--- config.mk ---
export PLATFORM = sky130hd
export DESIGN_NAME = scoreboard_hazard_unit
export DESIGN_NICKNAME = d
export VERILOG_FILES = /design/src/rtl/scoreboard_hazard_unit.sv
export SDC_FILE = /design/constraint.sdc
export NUM_CORES = 1
export LEC_CHECK = 0
export ABC_CLOCK_PERIOD_IN_PS = 5450
export CAP_MARGIN = 20
export CORE_MARGIN = 3
export CORE_UTILIZATION = 40
export DETAILED_ROUTE_END_ITERATION = 8
export GPL_TIMING_DRIVEN = 1
export PLACE_DENSITY = 0.68
export REMOVE_ABC_BUFFERS = 1
export SLEW_MARGIN = 20
export SYNTH_ARGS = -nofsm -noshare
export SYNTH_HDL_FRONTEND = slang
export SYNTH_SLANG_ARGS = --single-unit
--- constraint.sdc ---
create_clock -name i_clk -period 5.45 [get_ports i_clk]
set_input_delay 1.09 -clock i_clk [delete_from_list [all_inputs] [get_ports i_clk]]
set_output_delay 1.09 -clock i_clk [all_outputs]
set_load 0.02 [all_outputs]
--- src/rtl/scoreboard_hazard_unit.sv ---
// -----------------------------------------------------------------------------
// scoreboard_hazard_unit
//
// Decode-stage hazard unit for a 5-stage pipeline with a variable-latency data
// memory. A one-bit-per-register scoreboard records destinations of loads in
// flight, and a small counter tracks how many loads are outstanding. From these
// and the instruction held in IF/ID it produces the IF/ID stall / pcWrite
// controls and the issue strobe into ID/EX. It also keeps the branch/JALR RAW
// interlock against the instruction in EX, a saturating stall-cycle counter and
// a sticky protocol-error flag.
//
// Ports
//   i_clk            pipeline clock
//   i_rst_n          asynchronous active-low reset
//   i_instr          instruction held in IF/ID
//   i_instr_valid    IF/ID holds a real instruction
//   i_flush          taken branch/jump, IF/ID is killed this cycle
//   i_id_ex_regWrite instruction in EX writes a register
//   i_id_ex_rd       EX destination register
//   i_ld_done        a load completes (data forwardable) this cycle
//   i_ld_rd          destination of the completing load
//   o_stall          hold PC and IF/ID (combinational)
//   o_pcWrite        ~o_stall
//   o_issue          IF/ID instruction enters ID/EX this cycle (combinational)
//   o_busy_vec       registered scoreboard
//   o_outstanding    registered number of loads in flight
//   o_stall_cycles   saturating count of stalled cycles
//   o_err            sticky: load completion seen with nothing outstanding
// -----------------------------------------------------------------------------
module scoreboard_hazard_unit #(
   parameter int NUM_REGS        = 32,
   parameter int REG_W           = $clog2(NUM_REGS),
   parameter int MAX_OUTSTANDING = 2,
   parameter int CNT_W           = 16
) (
   input  logic                i_clk,
   input  logic                i_rst_n,
   input  logic [31:0]         i_instr,
   input  logic                i_instr_valid,
   input  logic                i_flush,
   input  logic                i_id_ex_regWrite,
   input  logic [REG_W-1:0]    i_id_ex_rd,
   input  logic                i_ld_done,
   input  logic [REG_W-1:0]    i_ld_rd,
   output logic                o_stall,
   output logic                o_pcWrite,
   output logic                o_issue,
   output logic [NUM_REGS-1:0] o_busy_vec,
   output logic [2:0]          o_outstanding,
   output logic [CNT_W-1:0]    o_stall_cycles,
   output logic                o_err
);

   localparam logic [6:0] OP_RTYPE  = 7'b0110011;
   localparam logic [6:0] OP_ITYPE  = 7'b0010011;
   localparam logic [6:0] OP_LOAD   = 7'b0000011;
   localparam logic [6:0] OP_STORE  = 7'b0100011;
   localparam logic [6:0] OP_BRANCH = 7'b1100011;
   localparam logic [6:0] OP_JALR   = 7'b1100111;
   localparam logic [6:0] OP_SYSTEM = 7'b1110011;

   logic [NUM_REGS-1:0] r_busy_vec;
   logic [2:0]          r_outstanding;
   logic [CNT_W-1:0]    r_stall_cycles;
   logic                r_err;

   logic [6:0]          w_op;
   logic [REG_W-1:0]    w_rs1;
   logic [REG_W-1:0]    w_rs2;
   logic [REG_W-1:0]    w_rd;
   logic                w_use_rs1;
   logic                w_use_rs2;
   logic [NUM_REGS-1:0] w_done_dec;
   logic [NUM_REGS-1:0] w_set_dec;
   logic [NUM_REGS-1:0] w_busy_eff;
   logic [NUM_REGS-1:0] w_busy_next;
   logic                w_haz_a;
   logic                w_haz_b;
   logic                w_haz_c;
   logic                w_live;
   logic                w_stall;
   logic                w_issue;
   logic                w_load_issue;
   logic                w_done_ok;
   logic                w_err_evt;

   assign w_op  = i_instr[6:0];
   assign w_rs1 = i_instr[15 +: REG_W];
   assign w_rs2 = i_instr[20 +: REG_W];
   assign w_rd  = i_instr[7 +: REG_W];

   always_comb begin
      w_use_rs1 = 1'b0;
      w_use_rs2 = 1'b0;
      case (w_op)
         OP_RTYPE, OP_STORE, OP_BRANCH: begin
            w_use_rs1 = 1'b1;
            w_use_rs2 = 1'b1;
         end
         OP_ITYPE, OP_LOAD, OP_JALR, OP_SYSTEM: w_use_rs1 = 1'b1;
         default: ;
      endcase
   end

   // Per-register decode of the completing load and of the issuing load's rd.
   // x0 is never marked busy.
   genvar gi;
   generate
      for (gi = 0; gi < NUM_REGS; gi = gi + 1) begin : g_dec
         assign w_done_dec[gi] = i_ld_done & (i_ld_rd == REG_W'(gi));
         if (gi == 0) begin : g_x0
            assign w_set_dec[gi] = 1'b0;
         end else begin : g_xn
            assign w_set_dec[gi] = w_load_issue & (w_rd == REG_W'(gi));
         end
      end
   endgenerate

   // A load completing this cycle is bypassed, so its register no longer hazards.
   assign w_busy_eff = r_busy_vec & ~w_done_dec;

   assign w_haz_a = (w_use_rs1 & (w_rs1 != '0) & w_busy_eff[w_rs1]) |
                    (w_use_rs2 & (w_rs2 != '0) & w_busy_eff[w_rs2]);

   assign w_haz_b = ((w_op == OP_BRANCH) | (w_op == OP_JALR)) &
                    i_id_ex_regWrite & (i_id_ex_rd != '0) &
                    ((w_use_rs1 & (i_id_ex_rd == w_rs1)) |
                     (w_use_rs2 & (i_id_ex_rd == w_rs2)));

   // A completing load frees a slot in the same cycle, so capacity only blocks
   // when nothing retires.
   assign w_haz_c = (w_op == OP_LOAD) &
                    (r_outstanding == 3'(MAX_OUTSTANDING)) & ~i_ld_done;

   // Reset gates the combinational controls so the pipeline runs freely.
   assign w_live       = i_rst_n & i_instr_valid & ~i_flush;
   assign w_stall      = w_live & (w_haz_a | w_haz_b | w_haz_c);
   assign w_issue      = w_live & ~(w_haz_a | w_haz_b | w_haz_c);
   assign w_load_issue = w_issue & (w_op == OP_LOAD);

   // A completion with nothing outstanding is a protocol error and is ignored.
   assign w_done_ok = i_ld_done & (r_outstanding != 3'd0);
   assign w_err_evt = i_ld_done & (r_outstanding == 3'd0);

   // Clear first, then set: a load issuing to the register that is completing
   // keeps it busy.
   assign w_busy_next = (r_busy_vec & ~({NUM_REGS{w_done_ok}} & w_done_dec)) | w_set_dec;

   always_ff @(posedge i_clk or negedge i_rst_n) begin
      if (!i_rst_n) begin
         r_busy_vec     <= '0;
         r_outstanding  <= 3'd0;
         r_stall_cycles <= '0;
         r_err          <= 1'b0;
      end else begin
         r_busy_vec <= w_busy_next;
         case ({w_load_issue, w_done_ok})
            2'b10:   r_outstanding <= r_outstanding + 3'd1;
            2'b01:   r_outstanding <= r_outstanding - 3'd1;
            default: r_outstanding <= r_outstanding;
         endcase
         if (w_stall && (r_stall_cycles != '1)) begin
            r_stall_cycles <= r_stall_cycles + CNT_W'(1);
         end
         if (w_err_evt) begin
            r_err <= 1'b1;
         end
      end
   end

   assign o_stall        = w_stall;
   assign o_pcWrite      = ~w_stall;
   assign o_issue        = w_issue;
   assign o_busy_vec     = r_busy_vec;
   assign o_outstanding  = r_outstanding;
   assign o_stall_cycles = r_stall_cycles;
   assign o_err          = r_err;

endmodule

Word level (Yosys, flattened, before mapping). Cells that the tools add are included. Widths: inputs -> output; s select.

Bits in registers: 52. Bits in latches: 0. Memory bits (writable): 0. ROM bits: 0. Bits of input ports: 48. Output and inout bits: 55. Word-level logic and storage cells: 197. Memories kept: 0.

$add $sub $neg: 3. Multiply operators: 0. Divide/modulo/power cells: 0. Order comparisons: 2. Equal/unequal tests: 75. Shift-type cells: 0. Multiplexer cells: 7. Bitwise gates (word level): 96. Reductions and logical operators: 10.

Operator list (number): $eq 5x5->1 const B (32); $and 32x32->32 (3); $and 1x1->1 (81); $eq 5x4->1 const B (16); $not 32->32 (2); $eq 5x3->1 const B (8); $or 32x32->32 (1); $eq 7x7->1 const B (3); $eq 5x2->1 const B (4); $add 16x1->16 const B (1); $ne 16x16->1 const B (1); $reduce_bool 5->1 (3); $eq 7x6->1 const B (2); $lt 5x6->1 const B (2); $bmux 1 s5 (2); $eq 5x1->1 const B (2); $eq 5x5->1 (2); $eq 7x2->1 const B (1); $eq 7x5->1 const B (1); $reduce_or 7->1 (1); $pmux 3 s2 (1); $logic_not 5->1 (1); $or 1x1->1 (5); $mux 1 (4); 11 further kinds (14).

Longest topological paths before layout. Gate-level depths: netlist of the first run.

Word-level depth: 15. Mapped depth: 18. Mapped depth without buffers: 14.

Worst setup path after synthesis of the first run. OpenSTA, ideal clock, no wires.

Path type: input -> output. Start: input port i_ld_done. End: output port o_issue. Data arrival time: 3352 ps. Data required time: 4360 ps. Slack: 1008 ps. Stages on the path: 10. Buffers on the path: 2. Path through: buf_4 -> or4b_4 -> o211ai_2 -> a21boi_1 -> o211a_1 -> nor4_1 -> o2111a_1 -> nand4_4 -> clkbuf_1 -> nor2_1.

Word-level cells in the longest chain between the ends: 11. Elaborated cells between the ends (all ways): 47. Classes of those cells: mux (4); bitwise (43).

RTL lines: from (decl) (RTL line 43) `input logic i_ld_done,`; $and 1x1->1 (RTL line 110) `assign w_done_dec[gi] = i_ld_done & (i_ld_rd == REG_W'(gi));`; $not 32->32 (RTL line 120) `assign w_busy_eff = r_busy_vec & ~w_done_dec;`; $and 32x32->32 (RTL line 120); $bmux 1 s5, on equally long branches (RTL line 122, 123); $mux 1, on equally long branches (RTL line 122, 123); $and 1x1->1, on equally long branches (RTL line 122, 123); $or 1x1->1 (RTL line 122) `assign w_haz_a = (w_use_rs1 & (w_rs1 != '0) & w_busy_eff[w_rs1]) |`; $or 1x1->1 (RTL line 138) `assign w_issue = w_live & ~(w_haz_a | w_haz_b | w_haz_c);`; $or 1x1->1 * (RTL line 138); $not 1->1 * (RTL line 138); $and 1x1->1 * (RTL line 138); to (decl) (RTL line 47) `output logic o_issue,`.

Every way passes the cells marked *; elsewhere a longest branch is shown, timed or not. The select of a mux whose other input is x is not followed.

Worst setup path in the final report of the first run.
Start: input port i_ld_done. End: output port o_pcWrite.

Word-level cells in the longest chain between the ends: 11. Elaborated cells between the ends (all ways): 47. Classes of those cells: mux (4); bitwise (43).

RTL lines: $and 1x1->1 (RTL line 110); $not 32->32 (RTL line 120); $and 32x32->32 (RTL line 120); $bmux 1 s5, on equally long branches (RTL line 122, 123); $mux 1, on equally long branches (RTL line 122, 123); $and 1x1->1, on equally long branches (RTL line 122, 123); $or 1x1->1 (RTL line 122); $or 1x1->1 (RTL line 137) `assign w_stall = w_live & (w_haz_a | w_haz_b | w_haz_c);`; $or 1x1->1 * (RTL line 137); $and 1x1->1 * (RTL line 137); $not 1->1 * (RTL line 172) `assign o_pcWrite = ~w_stall;`; to (decl) (RTL line 46) `output logic o_pcWrite,`.

Marks and branches as above.

==> results.toml, run 1 <==
[run_status]
outcome = "finished clean"

[clocking]
cts.sinks = 52
clk_path_buf_depth = 2
post_cts_buffers = 0
h-tree-depth = 2
cts_root_buf = "clkbuf_8"
clk_pin_slew_worst_paths_ns = 0.10
ctsHoldBuffers = 0
cts_tree = "done"
cts_buffers = 5
worstSkewPairLatency_ns = 0.31

[logic_synthesis]
ys_seq_area_frac = 0.3511
ys.flop_type = "dfrtp_1"
synthCells = 446
syn_area_sq_um = 3706
ys_seq_elements = 52
yosys.area.top_type = "dfrtp_1"
synth_warnings = 0
syn_area_per_cell_sq_um = 8.310
ys_top_cells_by_area = "dfrtp_1 35%, o21ai_0 9.3%, nand3_1 5.1%"
synthArstFlopShare = 1.000
synth_edf_count = 0
synth_top_area_frac = 0.3511
synth_cell_types = 61

[job]
drv_cap = 0

[sta]
final_max_slew_viol_count = 0
finalCritPeriodShare = 0.9650
setup_tns_ns = 0
setup_viol = 0
period_needed_ns = 5.259
rsz0062_at_grt = "no"
finalClockSkew_ns = 0.01082
tightest_slew_ns = 0.9442
max_clock_freq_mhz = 190.1
hold_viol = 0
timing.final.ws_setup_ns = 0.1906
slew-limit-headroom = 0.3617
whs_ns = 0.5029

[routing]
vias = 3962
drt-total-wl_mm = 13.26
wl_per_cell_um = 20.66
drcViolationCount = 0
viasPerCell = 6.171
met2_length_mm = 6.302
drtIter0Drc = 247
ant_nets = 0
dr.pass1.iters = 5
top_layer = "met4"
drt-met1-wl_mm = 5.662
wl_met3_mm = 1.071

[power_and_ir_drop]
p_leak_nw = 1.830
ir_worst_vdd_mv = 0.1387
sw_frac_of_total = 0.3326
p_per_area_nw_per_um2 = 184.5
internal_power_mw = 0.6006
combPwrFrac = 0.275
p_switching_mw = 0.2993
seq_power_share = 0.465
clkPwrFrac = 0.260

[min_path]
hold_path.startpoint = "o_outstanding[2]"
worstHoldPathType = "flip-flop to flip-flop"

[setup_path]
regToRegSetupSlack_ns = 2.20
critPathRequiredTime_ns = 4.36
endpoint_kind = "output pin"
cp-start-kind = "input port"
path_class = "input port to output pin"
crit_arrival_ns = 4.17
startpoint = "i_ld_done"
r2r_start = "o_busy_vec[20]"
worstPathMaxFanout = 7

[layout]
drive_above_1_share = 0.07678
layout.nets = 584
area_growth_pct = 31.60
final_common_cell = "clkdlybuf4s50_1"
antenna_cells = 0
mostFrequentLayoutCells = "90 x clkdlybuf4s50_1, 69 x o21ai_0, 52 x dfrtp_1, 38 x nand3_1, 31 x nand2_1"

[place]
post-place-ws_ns = 0.1210
gp_congestion = 0.9226
numPortBuffers = 92
hpwl_mm = 10.10

[global_routing]
grt_remaining_overflow = 0
grt_pass1_vias = 3873
grt_use_total = 0.2548
grt_start_max_net_pins = 53
antenna_found_initial = 0
grt_pass1_wl_mm = 20.80

[floorplanning]
die_w_um = 102.3
die_h_um = 102.3
core_sq_um = 8848
initial_core_util = 0.4188
rows = 34
ios = 103
die-area_sq_um = 10460
synth_stat cells (3+ instances only):
cell	instances
nand3_1	38
a21oi_1	4
o22ai_1	7
or3_1	3
xnor2_1	17
a31oi_1	5
o31ai_1	14
nand4bb_1	3
or2_2	4
clkbuf_1	27
nand4_1	13
nor3_1	4
nand4b_1	6
o211ai_1	23
nor2_1	20
and3_1	6
nand2b_1	8
dfrtp_1	52
o21ai_0	69
nor2b_1	14
o32ai_1	3
xor2_1	9
o2111ai_1	4
o221ai_1	3
inv_1	12
nand2_1	31
power by group through the flow:
stage | Sequential, mW | Combinational, mW | Clock (mW)
floorplan | 0.443 | 0.0949 | 0
global placement | 0.424 | 0.245 | 0
detailed placement | 0.426 | 0.247 | 0
CTS | 0.419 | 0.249 | 0.239
global route | 0.422 | 0.270 | 0.254
finish | 0.418 | 0.247 | 0.234
flip-flops by register name (all words and copies together), names as in the netlist:
register,flops
o_outstanding,3
o_stall_cycles,16
o_err,1
o_busy_vec,32
path summary, 6_finish.rpt:
check                           cells past startpoint                to
worst max-delay path                               11         o_pcWrite
worst min register to register                      1  o_outstanding[2]
worst min-delay path                                1  o_outstanding[2]
worst max register to register                     15  o_outstanding[2]
max in group asynchronous                           2    o_busy_vec[10]
min in group asynchronous                           2     o_busy_vec[3]
metrics by stage:
step	instance area, sq um	total power, mW	util	instances
6_report	4877	0.8999	0.5512	642
5_1_grt	4877	0.9450	0.5512	642
4_1_cts	4872	0.9071	0.5506	642
3_5_place_dp	4778	0.6733	0.5400	634
3_3_place_gp	4778	0.6690	0.5400	634
2_1_floorplan	3565	0.5378	-	414
what timing repair did:
item	4_1_cts	5_1_grt
endpoints found under the hold margin	0	0
endpoints found under the setup margin	0	3
gates resized for setup	0	2
cell type report:
type	instances	area [sq um]
Clock buffer	5	68.82
Clock inverter	3	25.02
Fill cell	841	3971
Inverter	13	48.80
Multi-Input combinational cell	349	2217
Sequential cell	52	1301
Tap cell	108	135.1
Timing Repair Buffer	112	1081
layer usage:
metal / track usage / vias to the layer above
met1: 0.3560 / 1898
li1: - / 1857
met2: 0.4143 / 186
met5: 0 / -
met3: 0.03549 / 21
met4: 0.07064 / 0
logic make-up after synthesis:
family / count (synthesis) / synth area share
fa+ha+maj: 3 / 0.01215
simple gates: 163 / 0.2441
xor+xnor: 26 / 0.06145
flops: 52 / 0.3511
buf+inv: 45 / 0.05132
compound gates: 154 / 0.2714
mux: 3 / 0.008440
worst max-delay path, stage by stage:
cell and delay (ns):
clkdlybuf4s50_1 0.54, buf_4 0.18, nand4bb_1 0.24, o21ai_0 0.33, o22ai_1 0.12, a311oi_1 0.33, a41o_1 0.24, o2111a_1 0.25
nand4_4 0.15, nand2_1 0.11, clkdlybuf4s50_1 0.60
No activity file was read; power rests on OpenSTA's default activity.
==> inputs of run 2 (changes only) <==
--- a/config.mk
+++ b/config.mk
@@ -5,7 +5,7 @@
 export SDC_FILE = /design/constraint.sdc
 export NUM_CORES = 1
 export LEC_CHECK = 0
-export ABC_CLOCK_PERIOD_IN_PS = 5450
+export ABC_CLOCK_PERIOD_IN_PS = 6500
 export CAP_MARGIN = 20
 export CORE_MARGIN = 3
 export CORE_UTILIZATION = 40
==> constraint.sdc (replaced) <==
create_clock -name i_clk -period 6.5 [get_ports i_clk]
set_input_delay 1.3 -clock i_clk [delete_from_list [all_inputs] [get_ports i_clk]]
set_output_delay 1.3 -clock i_clk [all_outputs]
set_load 0.02 [all_outputs]
==> run 2 against run 1 <==
Compared with the run above: power shrank 13%; largest power group unchanged; die area is the same; largest cell class unchanged; sequential cell count is the same; sequential power shrank 16%; hold slack lost 0.019 ns; routed wire length shrank 3.7%; sequential share of layout area grew 0.52 points; critical endpoint is now o_issue; first-iteration DRC count grew 23%; register-to-register slack gained 1.1 ns; clock-buffer cell count is the same; final area shrank 1.9%.
==> results.toml, run 2 (synthesis results as in run 1) <==
[run_status]
outcome = "finished clean"

[setup_path]
path_class = "input port to output pin"
regToRegSetupSlack_ns = 3.29
r2r_cells = 14
r2r-end = "o_outstanding[2]"
endpoint_kind = "output pin"
crit_arrival_ns = 4.65
cp-start-kind = "input port"
critPathRequiredTime_ns = 5.20
r2r_start = "o_busy_vec[20]"
worstPathMaxFanout = 13

[clocking]
post_cts_buffers = 0
clk_pin_slew_worst_paths_ns = 0.10
cts-resized-gates = 0
ctsHoldBuffers = 0
cts_buffers = 5
cts.sinks = 52
cts_root_buf = "clkbuf_8"
h-tree-depth = 2
worstSkewPairLatency_ns = 0.32
cts_tree = "done"
clk_path_buf_depth = 2

[sta]
period_needed_ns = 5.953
finalCritPeriodShare = 0.9159
setup_tns_ns = 0
tightest_slew_ns = 0.9109
finalClockSkew_ns = 0.01166
setup_viol = 0
final_max_slew_viol_count = 0
hold_viol = 0
rsz0062_at_grt = "no"
whs_ns = 0.4842
slew-limit-headroom = 0.3842
max_clock_freq_mhz = 168.0

[place]
gp_congestion = 0.8986
hpwl_mm = 9.591
numPortBuffers = 92
dp_cells = 621

[routing]
drt-total-wl_mm = 12.77
dr.pass1.iters = 5
ant_nets = 0
wl_per_cell_um = 20.30
drtIter0Drc = 305
vias = 3900
viasPerCell = 6.200
drcViolationCount = 0

[floorplanning]
ios = 103
rows = 34
die_h_um = 102.3
die-area_sq_um = 10460
die_w_um = 102.3
initial_core_util = 0.4188
core_sq_um = 8848

[layout]
antenna_cells = 0
final_core_util = 0.5406
largest_reg_flops = 32
layout.filler_cells = 859
drive_above_1_share = 0.05182
multi_input_area_sq_um = 2215
area_growth_pct = 29.07
fin_cells = 629
seqCellArea_sq_um = 1301
mostFrequentLayoutCells = "91 x clkdlybuf4s50_1, 69 x o21ai_0, 52 x dfrtp_1, 38 x nand3_1, 31 x nand2_1"
layout.nets = 571
final_common_cell = "clkdlybuf4s50_1"

[power_and_ir_drop]
power_mw = 0.7849
ir_worst_vdd_mv = 0.09017
p_per_area_nw_per_um2 = 164.1
p_leak_nw = 1.759

[min_path]
holdPathEnd = "o_err"
hold_path.startpoint = "o_err"
min_path_cells = 1
worstHoldPathType = "flip-flop to flip-flop"

[global_routing]
grt_pass1_wl_mm = 19.97
grt_use_total = 0.2445
grt_start_max_net_pins = 53
grt_pass1_vias = 3697
antenna_found_initial = 0
grt_remaining_overflow = 0

[job]
drv_cap = 0
-- run 2: metal layers --
| layer | GRT usage | vias up | wire (um) |
|---|---|---|---|
| met5 | 0 | - | 0 |
| met4 | 0.07265 | 0 | 281 |
| met3 | 0.02457 | 21 | 787 |
| met2 | 0.3878 | 172 | 5840 |
| met1 | 0.3536 | 1885 | 5858 |
| li1 | - | 1822 | - |
-- run 2: how the worst max path moves through the flow --
stage,from,endpoint,depth (start not counted)
floorplan,i_ld_rd[2],o_outstanding[2],14
global placement,i_ld_rd[2],o_issue,10
detailed placement,i_ld_rd[2],o_issue,10
CTS,i_ld_rd[2],o_issue,10
global route,i_ld_rd[2],o_issue,10
finish,i_ld_rd[2],o_issue,10
-- run 2: layout make-up --
cell class,count,share of cell area
Clock buffer,5,0.01439
Multi-Input combinational cell,349,0.4630
Timing Repair Buffer,99,0.2025
Tap cell,108,0.02825
Sequential cell,52,0.2720
Clock inverter,3,0.009678
Inverter,13,0.01020
-- run 2: critical path: stages --
cell             delay [ns]
clkdlybuf4s50_1        0.66
or4b_4                 0.71
o21ai_0                0.24
o32ai_1                0.10
a311oi_1               0.26
a41o_1                 0.24
o2111a_1               0.25
nand4_4                0.14
nor2_1                 0.13
clkdlybuf4s50_1        0.61
-- run 2: through the flow --
stage | setup WS, ns | cell area (sq um)
2_1_floorplan | 1.770 | 3565
3_3_place_gp | 0.6017 | 4668
3_5_place_dp | 0.6184 | 4668
4_1_cts | 0.5906 | 4783
5_1_grt | 0.3566 | 4783
6_report | 0.5465 | 4783
-- run 2: power breakdown --
| group | leakage (nW) | switching, mW | internal, mW | total (mW) |
|---|---|---|---|---|
| registers | 0.710 | 0.0123 | 0.338 | 0.350 |
| clock network | 0.0548 | 0.116 | 0.116 | 0.233 |
| logic | 0.994 | 0.119 | 0.0831 | 0.203 |
==> inputs of run 3 (changes only) <==
--- a/config.mk
+++ b/config.mk
@@ -9,10 +9,11 @@
 export CAP_MARGIN = 20
 export CORE_MARGIN = 3
 export CORE_UTILIZATION = 40
+export CTS_CLUSTER_SIZE = 24
 export DETAILED_ROUTE_END_ITERATION = 8
 export GPL_TIMING_DRIVEN = 1
+export MAX_ROUTING_LAYER = met4
 export PLACE_DENSITY = 0.68
-export REMOVE_ABC_BUFFERS = 1
 export SLEW_MARGIN = 20
 export SYNTH_ARGS = -nofsm -noshare
 export SYNTH_HDL_FRONTEND = slang
==> run 3 against run 2 <==
Compared with the run above: largest power group unchanged; hold slack worse by 0.0067 ns; die area stayed put; clock skew is 0.0074 ns higher; sequential share of layout area is 0.064 points higher; clock power is 14% lower; sequential cell count stayed put; first-iteration DRC count is 8.5% lower; power is 4.5% lower; final area is 0.24% lower.
==> results.toml, run 3 (synthesis results as in run 1) <==
[power_and_ir_drop]
ir_worst_vdd_mv = 0.09205
p_leak_nw = 1.754
p_per_area_nw_per_um2 = 157.0

[clocking]
post_cts_buffers = 0
ctsHoldBuffers = 0
cts.sinks = 52
cts-resized-gates = 0
worstSkewPairLatency_ns = 0.32
h-tree-depth = 2
clk_pin_slew_worst_paths_ns = 0.11
cts_buffers = 5
cts_tree = "done"
cts_root_buf = "clkbuf_8"
clk_path_buf_depth = 2

[routing]
drt-total-wl_mm = 12.77
vias = 3903
ant_nets = 0
drtIter0Drc = 279
wl_per_cell_um = 20.28
drcViolationCount = 0
viasPerCell = 6.195
dr.pass1.iters = 6

[sta]
rsz0062_at_grt = "no"
period_needed_ns = 5.898
finalCritPeriodShare = 0.9073
slew-limit-headroom = 0.3189
finalClockSkew_ns = 0.01910
setup_viol = 0
max_clock_freq_mhz = 169.6
tightest_slew_ns = 1.007
hold_viol = 0
setup_tns_ns = 0
final_max_slew_viol_count = 0

[setup_path]
critPathSlowestCell = "or4b_4"
crit_path_frequent_cell = "clkdlybuf4s50_1"
cp_slowest_stage_delay_ns = 0.68
critPathRequiredTime_ns = 5.20
path_class = "input port to output pin"
crit_arrival_ns = 4.60
cp-start-kind = "input port"
crit_end = "o_issue"
worstPathMaxFanout = 13
r2r-end = "o_outstanding[2]"
cp_cell_sequence = "clkdlybuf4s50_1 -> or4b_4 -> o21ai_0 -> o32ai_1 -> a311oi_1 -> a41o_1 -> o2111a_1 -> nand4_4 -> nor2_1 -> clkdlybuf4s50_1"
regToRegSetupSlack_ns = 3.24
r2r_start = "o_busy_vec[20]"
r2r_cells = 14
crit_family = "buffers and inverters"
startpoint = "i_ld_rd[2]"
cp.depth = 10
endpoint_kind = "output pin"
path_buf_inv = 2

[layout]
final_core_util = 0.5393
mostFrequentLayoutCells = "91 x clkdlybuf4s50_1, 69 x o21ai_0, 52 x dfrtp_1, 38 x nand3_1, 31 x nand2_1"
fin_area_sq_um = 4772
layout.nets = 572
largest_reg_flops = 32
final_common_cell = "clkdlybuf4s50_1"
antenna_cells = 0
layout.filler_cells = 855
area_growth_pct = 28.76
fin_cells = 630
drive_above_1_share = 0.05364

[place]
hpwl_mm = 9.850
numPortBuffers = 92
dp_cells = 622
gp_congestion = 0.9335
post_dp_cell_area_sq_um = 4676

[floorplanning]
die_h_um = 102.3
die_w_um = 102.3
rows = 34
ios = 103
initial_core_util = 0.4188
core_sq_um = 8848
die-area_sq_um = 10460

[logic_synthesis]
syn-num-nets = 497

[job]
drv_cap = 0

[global_routing]
grt_remaining_overflow = 0
antenna_found_initial = 0
grt_pass1_wl_mm = 20.11
grt_use_total = 0.2527
grt_start_max_net_pins = 53
grt_pass1_vias = 3751

[run_status]
outcome = "finished clean"

[min_path]
worstHoldPathType = "flip-flop to flip-flop"
-- run 3: changes by cell type in the layout (fill, tap and decap cells not counted) --
cell	delta
buf_4	+1
bufinv_16	-1
clkinv_4	+1
inv_6	-1
inv_8	+1
-- run 3: report_power, final --
group	leakage [nW]	switching [mW]	internal [mW]
clock network	0.0463	0.122	0.0794
registers	0.710	0.0123	0.338
logic	0.998	0.116	0.0827
total	1.75	0.250	0.500
-- run 3: worst min path at each step --
stage | endpoint | depth (start not counted) | startpoint | slack, ns
floorplan | o_err | 1 | o_err | 0.57
global placement | o_err | 1 | o_err | 0.44
detailed placement | o_err | 1 | o_err | 0.44
CTS | o_err | 1 | o_err | 0.48
global route | o_err | 1 | o_err | 0.51
finish | o_err | 1 | o_err | 0.48
-- run 3: per-layer routing --
layer  vias up  wire length [um]  global-route usage
met2       168              6054              0.3918
met3        18               763             0.02253
met4         0               293             0.07467
met5         -                 0                   -
met1      1889              5664              0.3528
li1       1828                 -                   -
-- run 3: layout make-up --
cell class | instances | area (sq um) | share of cell area
clock inverters | 3 | 27.53 | 0.005768
multi-input cells | 349 | 2215 | 0.4641
repair buffers | 100 | 975.9 | 0.2045
inverters | 13 | 48.80 | 0.01023
clock buffers | 5 | 68.82 | 0.01442
well taps | 108 | 135.1 | 0.02832
flip-flops and latches | 52 | 1301 | 0.2727
-- run 3: metrics by stage --
stage                     hold slack (ns)  power, mW  setup slack, ns
after global routing               0.5129     0.7878           0.3897
final                              0.4775     0.7494           0.6025
after CTS                          0.4787     0.7554           0.6065
after global placement             0.4409     0.5542           0.5860
after detailed placement           0.4441     0.5553           0.6132
after floorplan                    0.5654     0.4646            1.638
-- run 3: worst register-to-register path, cell delays in order, from the launching register on --
cell,delay [ns]
dfrtp_1,0.43
o21ai_0,0.18
o32ai_1,0.14
a311oi_1,0.33
a41o_1,0.21
o2111a_1,0.24
nand4_4,0.16
buf_4,0.23
or3_1,0.41
ha_1,0.23
inv_1,0.07
fa_1,0.17
xor2_1,0.15
nor2_1,0.07
xor2_1,0.14
